### src/rtl/bitpattern_pkg.sv
// bitpattern_pkg: shared definitions for the serial bit-pattern transmitter
// and the recogniser it drives.
//   DEFAULT_WIDTH          default pattern length in bits
//   PATTERN_101            canonical 3-bit test pattern
//   bitpattern_tx_state_t  transmitter FSM state encoding
package bitpattern_pkg;

  localparam int DEFAULT_WIDTH = 3;

  localparam logic [2:0] PATTERN_101 = 3'b101;

  typedef enum logic [1:0] {
    IDLE  = 2'd0,
    SHIFT = 2'd1,
    GAP   = 2'd2,
    DONE  = 2'd3
  } bitpattern_tx_state_t;

endpackage

### src/rtl/bitpattern_tx.sv
// bitpattern_tx: serial bit-pattern transmitter. On start it latches a
// WIDTH-bit pattern and a repeat count, then shifts the pattern out MSB-first,
// one bit per clock, (repeats+1) times with GAP idle cycles between passes.
//
// Ports:
//   clock      system clock, rising edge
//   reset      synchronous, active-high
//   start      transmit request, sampled only while busy = 0
//   pattern    WIDTH bits to send, bit WIDTH-1 first
//   repeats    extra transmissions (total = repeats + 1)
//   outp       serial line (feeds the recogniser input)
//   valid      outp carries a pattern bit
//   busy       high from the first bit through the last bit or gap
//   done       one-cycle pulse in the cycle after the final bit
//   state_dbg  current FSM state
//
// Handshake: start acts as a request that is taken on any rising edge where
// the FSM is in IDLE or DONE (busy = 0) and reset is low; pattern and repeats
// are captured on that same edge and later changes are ignored. There is no
// back-pressure: once accepted, the job runs to completion or reset.
module bitpattern_tx
  import bitpattern_pkg::bitpattern_tx_state_t;
  import bitpattern_pkg::DEFAULT_WIDTH;
#(
  parameter int WIDTH = DEFAULT_WIDTH,
  parameter int GAP   = 1
) (
  input  logic                 clock,
  input  logic                 reset,
  input  logic                 start,
  input  logic [WIDTH-1:0]     pattern,
  input  logic [3:0]           repeats,
  output logic                 outp,
  output logic                 valid,
  output logic                 busy,
  output logic                 done,
  output bitpattern_tx_state_t state_dbg
);

  if (WIDTH < 2) begin : g_width_check
    $error("bitpattern_tx: WIDTH must be at least 2");
  end

  localparam int BW = $clog2(WIDTH);

  bitpattern_tx_state_t state;
  logic [WIDTH-1:0]     shreg;
  logic [WIDTH-1:0]     pat_q;
  logic [3:0]           rep_cnt;
  logic [BW-1:0]        bit_cnt;
  logic                 bit_last;
  logic                 gap_last;

  assign bit_last  = (bit_cnt == BW'(WIDTH - 1));
  assign state_dbg = state;

  // shreg is zero in every state except SHIFT (zeros are shifted in and it
  // is cleared on leaving), so its MSB is directly the registered line.
  assign outp = shreg[WIDTH-1];

  // The gap counter only exists when a gap is configured; it runs while in
  // GAP and is held at zero everywhere else.
  if (GAP > 0) begin : g_gap
    localparam int GW = $clog2(GAP + 1);
    logic [GW-1:0] gap_cnt;

    always_ff @(posedge clock) begin
      if (reset || (state != bitpattern_pkg::GAP)) begin
        gap_cnt <= '0;
      end else begin
        gap_cnt <= gap_cnt + 1'b1;
      end
    end

    assign gap_last = (gap_cnt == GW'(GAP - 1));
  end else begin : g_no_gap
    assign gap_last = 1'b1;
  end

  always_ff @(posedge clock) begin
    if (reset) begin
      state   <= bitpattern_pkg::IDLE;
      shreg   <= '0;
      pat_q   <= '0;
      rep_cnt <= '0;
      bit_cnt <= '0;
      valid   <= 1'b0;
      busy    <= 1'b0;
      done    <= 1'b0;
    end else begin
      done <= 1'b0;
      case (state)
        // DONE accepts a new job exactly like IDLE so jobs can run back-to-back.
        bitpattern_pkg::IDLE, bitpattern_pkg::DONE: begin
          if (start) begin
            state   <= bitpattern_pkg::SHIFT;
            shreg   <= pattern;
            pat_q   <= pattern;
            rep_cnt <= repeats;
            bit_cnt <= '0;
            valid   <= 1'b1;
            busy    <= 1'b1;
          end else begin
            state   <= bitpattern_pkg::IDLE;
            shreg   <= '0;
            valid   <= 1'b0;
            busy    <= 1'b0;
          end
        end

        bitpattern_pkg::SHIFT: begin
          if (!bit_last) begin
            shreg   <= {shreg[WIDTH-2:0], 1'b0};
            bit_cnt <= bit_cnt + 1'b1;
          end else if (rep_cnt == 4'd0) begin
            state <= bitpattern_pkg::DONE;
            shreg <= '0;
            valid <= 1'b0;
            busy  <= 1'b0;
            done  <= 1'b1;
          end else begin
            // Another pass follows; the repeat count only moves here, so it
            // can never wrap below zero.
            rep_cnt <= rep_cnt - 4'd1;
            if (GAP > 0) begin
              state <= bitpattern_pkg::GAP;
              shreg <= '0;
              valid <= 1'b0;
            end else begin
              shreg   <= pat_q;
              bit_cnt <= '0;
            end
          end
        end

        bitpattern_pkg::GAP: begin
          if (gap_last) begin
            state   <= bitpattern_pkg::SHIFT;
            shreg   <= pat_q;
            bit_cnt <= '0;
            valid   <= 1'b1;
          end
        end

        default: begin
          state <= bitpattern_pkg::IDLE;
          shreg <= '0;
          valid <= 1'b0;
          busy  <= 1'b0;
        end
      endcase
    end
  end

endmodule

### config.mk
export PLATFORM = sky130hd
export DESIGN_NAME = bitpattern_tx
export DESIGN_NICKNAME = d
export VERILOG_FILES = /design/src/rtl/bitpattern_pkg.sv /design/src/rtl/bitpattern_tx.sv
export SDC_FILE = /design/constraint.sdc
export NUM_CORES = 1
export LEC_CHECK = 0
export CAP_MARGIN = 10
export CELL_PAD_IN_SITES_DETAIL_PLACEMENT = 0
export CELL_PAD_IN_SITES_GLOBAL_PLACEMENT = 1
export CORE_ASPECT_RATIO = 0.75
export CORE_UTILIZATION = 45
export CTS_CLUSTER_DIAMETER = 80
export CTS_CLUSTER_SIZE = 8
export DETAILED_ROUTE_END_ITERATION = 16
export DONT_BUFFER_PORTS = 1
export PLACE_DENSITY_LB_ADDON = 0.3
export SKIP_CTS_REPAIR_TIMING = 1
export SLEW_MARGIN = 20
export SYNTH_ARGS = -nofsm -noshare
export SYNTH_HDL_FRONTEND = slang
export SYNTH_SLANG_ARGS = --single-unit
### constraint.sdc
create_clock -name clock -period 2.3 [get_ports clock]
set_input_delay 0.23 -clock clock [delete_from_list [all_inputs] [get_ports clock]]
set_output_delay 0.23 -clock clock [all_outputs]
set_load 0.02 [all_outputs]
[Word level (Yosys, flattened, before mapping)]
Index checks and enable logic that the tools add are counted.
Cells by class
  $add $sub $neg: 3
  eq/ne operators: 11
  multiplexer cells: 25
  bitwise operators: 2
  reductions and logical operators: 11
Operator list (count)
  $ne A2 B2 Y1 const B: 7
  $mux W4: 3
  $pmux W2 S3: 2
  $mux W2: 5
  $mux W3: 3
  $pmux W3 S3: 1
  $mux W1: 8
  $pmux W4 S2: 1
  $eq A2 B2 Y1 const B: 3
  $reduce_and A3 Y1: 2
  $logic_not A4 Y1: 1
  $reduce_and A2 Y1: 2
  $reduce_and A4 Y1: 1
  $sub A4 B1 Y4 const B: 1
  $pmux W1 S3: 1
  $reduce_or A3 Y1: 1
  $add A2 B1 Y2 const B: 1
  $eq A2 B1 Y1 const B: 1
  $logic_not A2 Y1: 1
  $not A1 Y1: 2
  $pmux W1 S2: 1
  $reduce_bool A2 Y1: 1
  $reduce_or A2 Y1: 1
  $add A1 B1 Y1 const B: 1
  $logic_or A1 B1 Y1: 1
Storage, ports and cells
  bits in registers: 18
  input port bits: 10
  output and inout port bits: 6
  word-level logic and storage cells: 61

[Logic depth before layout (Yosys ltp)]
  depth in word-level cells: 4
  depth in mapped cells: 6
  mapped depth without buffers: 5

[Worst setup path before layout]
Ideal clock, no wire load.
  kind: reg2reg
  start point: reg state[0], in the netlist state_dbg[0]
  end point: reg rep_cnt[1]
  setup time: 0.122 ns
  data arrival time: 1.756 ns
  required time: 2.178 ns
  path slack: 0.423 ns
  cell stages (with the launch flop): 6
  path buffers: 0
  period minus slack after synthesis: 1.877 ns
  cell sequence: dfxtp_1 inv_1 ha_1 mux2i_1 or3_1 o311a_1
Between the ends
  cells in the longest elaborated chain, start to end: 4
  elaborated cells between the ends (all ways): 10
  classes of those cells: eq/ne (5); mux (1); reduce/logical (4)
RTL lines
  start: declaration: RTL line bitpattern_tx.sv:46  | bitpattern_tx_state_t state;
  start signal: assignment: RTL line bitpattern_tx.sv:82  | state <= bitpattern_pkg::IDLE;
  start signal: assignment: RTL line bitpattern_tx.sv:96  | state <= bitpattern_pkg::SHIFT;
  start signal: assignment: RTL line bitpattern_tx.sv:104  | state <= bitpattern_pkg::IDLE;
  $eq A2 B2 Y1 or $logic_not A2 Y1 (tied branches): RTL line bitpattern_tx.sv:92  | case (state)
  $reduce_or A2 Y1: RTL line bitpattern_tx.sv:92
  $ne A2 B2 Y1 (no line) or $reduce_bool A2 Y1 (tied branches)
  $reduce_and A4 Y1 (no line)
  end signal: assignment: RTL line bitpattern_tx.sv:99  | rep_cnt <= repeats;
  end signal: assignment: RTL line bitpattern_tx.sv:124  | rep_cnt <= rep_cnt - 4'd1;
  end: declaration: RTL line bitpattern_tx.sv:49  | logic [3:0] rep_cnt;
Several ways; a longest one is shown, not always the timed one.
A chain may end at the register's enable or synchronous reset.

[Final worst setup path]
  start point: reg state[0], in the netlist state_dbg[0]
  end point: reg rep_cnt[0]
Same word-level chain as after synthesis.

==> results.cfg <==
[outcome]
status = complete, no violations

[place]
dp_hpwl_um = 1570
place.gp.congestion = 0.848
io_buffers = 0

[yosys]
ys_seq_area_share_pct = 37.1
synth_edf_count = 0
synth-compound-area-share_pct = 24.0
synthTopCellsByArea = dfxtp_1 (37%), ha_1 (6.4%), nor2b_1 (5.8%), a21oi_1 (5.7%), o21ai_0 (4.6%)
syn-cell-area_um2 = 971
synth_cell_types = 37
synth_simple_gate_area_share_pct = 25.4
synth-adder-area-share_pct = 6.44
synth_common_cells = dfxtp_1 (18), a21oi_1 (11)
synth_cells = 114
ys.flop_type = dfxtp_1
synth.avg_cell_area_um2 = 8.52
syn_nets = 129
synthMuxAreaShare_pct = 2.06
ys.warnings.count = 0
ys_seq_elements = 18
synth_xor_area_share_pct = 0
yosys.area.top_type = dfxtp_1
synth_top_family_by_area = simple AND/OR/NAND/NOR gates
yosysMostFrequentCell = dfxtp_1
async_reset_ff_share_pct = 0
synth_top_area_share_pct = 37.1

[critical_path]
crit_type = register to register
reg2reg_depth = 4
required_ns = 2.49
timing.rr.end = rep_cnt[0]
reg2reg_from = state_dbg[0]
r2r_slack_ns = 0.21
path_cells = ha_1 > nor4bb_2 > nor4_1 > o221a_2
path_delay_family = simple AND/OR/NAND/NOR gates
cp.arrival_ns = 2.29
worstSetupEndpointType = register
critPathLaunchType = register
path_max_fanout = 13
critPathSlowestCell = nor4bb_2
cp_slowest_stage_delay_ns = 0.59
cp_num_buf_inv = 0

[clocking]
clk_pin_slew_ns = 0.11
cts_made_buffers = 3
clkSinkCount = 18
cts_tree = yes
clock_latency_ns = 0.29
clk_path_buf_depth = 2
ctsHtreeMaxLevel = 1
root_buffer = clkbuf_4

[global_routing]
antenna_found_initial = 0
track_usage_pct = 20.5
overflow = 0
grt_pass1_vias = 748
grt_max_degree = 14
grt_first_pass_wirelength_um = 3710

[finish]
drive_above_1_share_pct = 8.47
layout.nets = 134
syn_to_final_growth_pct = 8.63
diodes = 0

[timing]
setup_tns_ns = 0
period_minus_slack_ns = 2.09
rsz0062_at_grt = false
finClkSkew_ns = 0.00527
hold_violations = 0
setup_viol = 0
relSlewSlack_pct = 65.1
maxSlewViolCount = 0
finalCritPeriodShare_pct = 91.0
fmax_ghz = 0.478
tightestPinTransition_ns = 0.517

[drt]
drt-wirelength-per-cell_um = 15.7
drt-total-wl_um = 2240
drt_iter0_drc = 34
drcViolationCount = 0
antenna_left = 0
firstDrtPassIters = 4
vias_per_cell = 6.15
vias = 873

[hold_path]
min_to = pat_q[2]
holdCritStartpoint = pattern[2]
min_path_type = primary input to register
min_path_cells = 2

[die]
rows = 14
die_y_um = 42.2
core_um2 = 2010
dieArea_um2 = 2350
fp.dieW_um = 55.6
start_util_pct = 48.2
io_pins = 16

[pwr]
ir_worst_vdd_mv = 0.402
powerDensity_nw_per_um2 = 713
p_leak_nw = 0.383
finalPower_mw = 0.752

[job]
drv_cap = 0
==> sequential cells by signal, summed over array words and instances (netlist names) <==
signal         flops
shreg              3
state_dbg          2
busy               1
pat_q              3
g_gap.gap_cnt      1
valid              1
bit_cnt            2
done               1
rep_cnt            4
==> power by group <==
group          internal [mW]  leakage [nW]  switching [mW]
Clock                 0.0964        0.0210           0.101
Sequential             0.338         0.147          0.0348
Combinational         0.0832         0.214          0.0981
==> logic make-up (layout without fill, tap and decap cells) <==
| family | after synthesis | count (layout) |
|---|---|---|
| AND/OR/NAND/NOR | 41 | 41 |
| AO/OA/AOI/OAI | 35 | 35 |
| flip-flops | 18 | 18 |
| buffers and inverters | 13 | 17 |
| adder cells (fa/ha/maj) | 5 | 5 |
| multiplexers | 2 | 2 |
==> layout by cell type, fill, tap and decap left out, drive strengths merged, types with 2 or more instances in the layout <==
| cell type | count |
|---|---|
| clkbuf | 4 |
| a31oi | 2 |
| o31ai | 3 |
| ha | 5 |
| nor2b | 9 |
| a21oi | 11 |
| buf | 3 |
| mux2i | 2 |
| nand2b | 4 |
| inv | 9 |
| nor3 | 3 |
| o21ai | 9 |
| dfxtp | 18 |
| nand3 | 4 |
| nand2 | 9 |
==> routing by layer <==
metal / wire [µm] / up-vias / global-route usage [%]
met5: 0 / - / 0
met4: 12 / 0 / 4.50
met3: 193 / 2 / 6.48
met2: 855 / 37 / 26.3
met1: 1170 / 405 / 32.5
li1: - / 429 / -
==> per-stage QoR <==
stage | hold WS, ns | cell area, µm² | setup slack, ns | util [%] | std cells
3_3_place_gp | 0.302 | 1010 | 0.326 | 50.1 | 137
3_5_place_dp | 0.305 | 1010 | 0.247 | 50.1 | 137
2_1_floorplan | 0.307 | 971 | 0.423 | - | 114
4_1_cts | -0.0251 | 1040 | 0.227 | 51.9 | 141
5_1_grt | 0.0862 | 1050 | 0.0400 | 52.4 | 142
6_report | 0.0992 | 1050 | 0.206 | 52.4 | 142
==> layout make-up <==
type | count | area [µm²]
Multi-Input combinational cell | 83 | 562
Sequential cell | 18 | 360
Tap cell | 24 | 30.0
Clock buffer | 4 | 36.3
Fill cell | 192 | 960
Timing Repair Buffer | 4 | 32.5
Inverter | 9 | 33.8
==> worst register-to-register path: cells and delay by family, from the launching register on <==
kind,cells,cell delay (ns)
AOI/OAI and AO/OA,1,0.28
adders and majority gates,1,0.46
DFF,1,0.53
and+or+nand+nor,2,0.73
==> worst max path at each step <==
stage            startpoint    endpoint  slack, ns  cells past startpoint
4_1_cts        state_dbg[0]  rep_cnt[0]       0.23                      4
5_1_grt        state_dbg[0]  rep_cnt[0]       0.04                      4
3_5_place_dp   state_dbg[0]  rep_cnt[0]       0.25                      4
6_report       state_dbg[0]  rep_cnt[0]       0.21                      4
3_3_place_gp   state_dbg[0]  rep_cnt[0]       0.33                      4
2_1_floorplan  state_dbg[0]  rep_cnt[1]       0.42                      5
No activity file was read; power rests on OpenSTA's default activity.
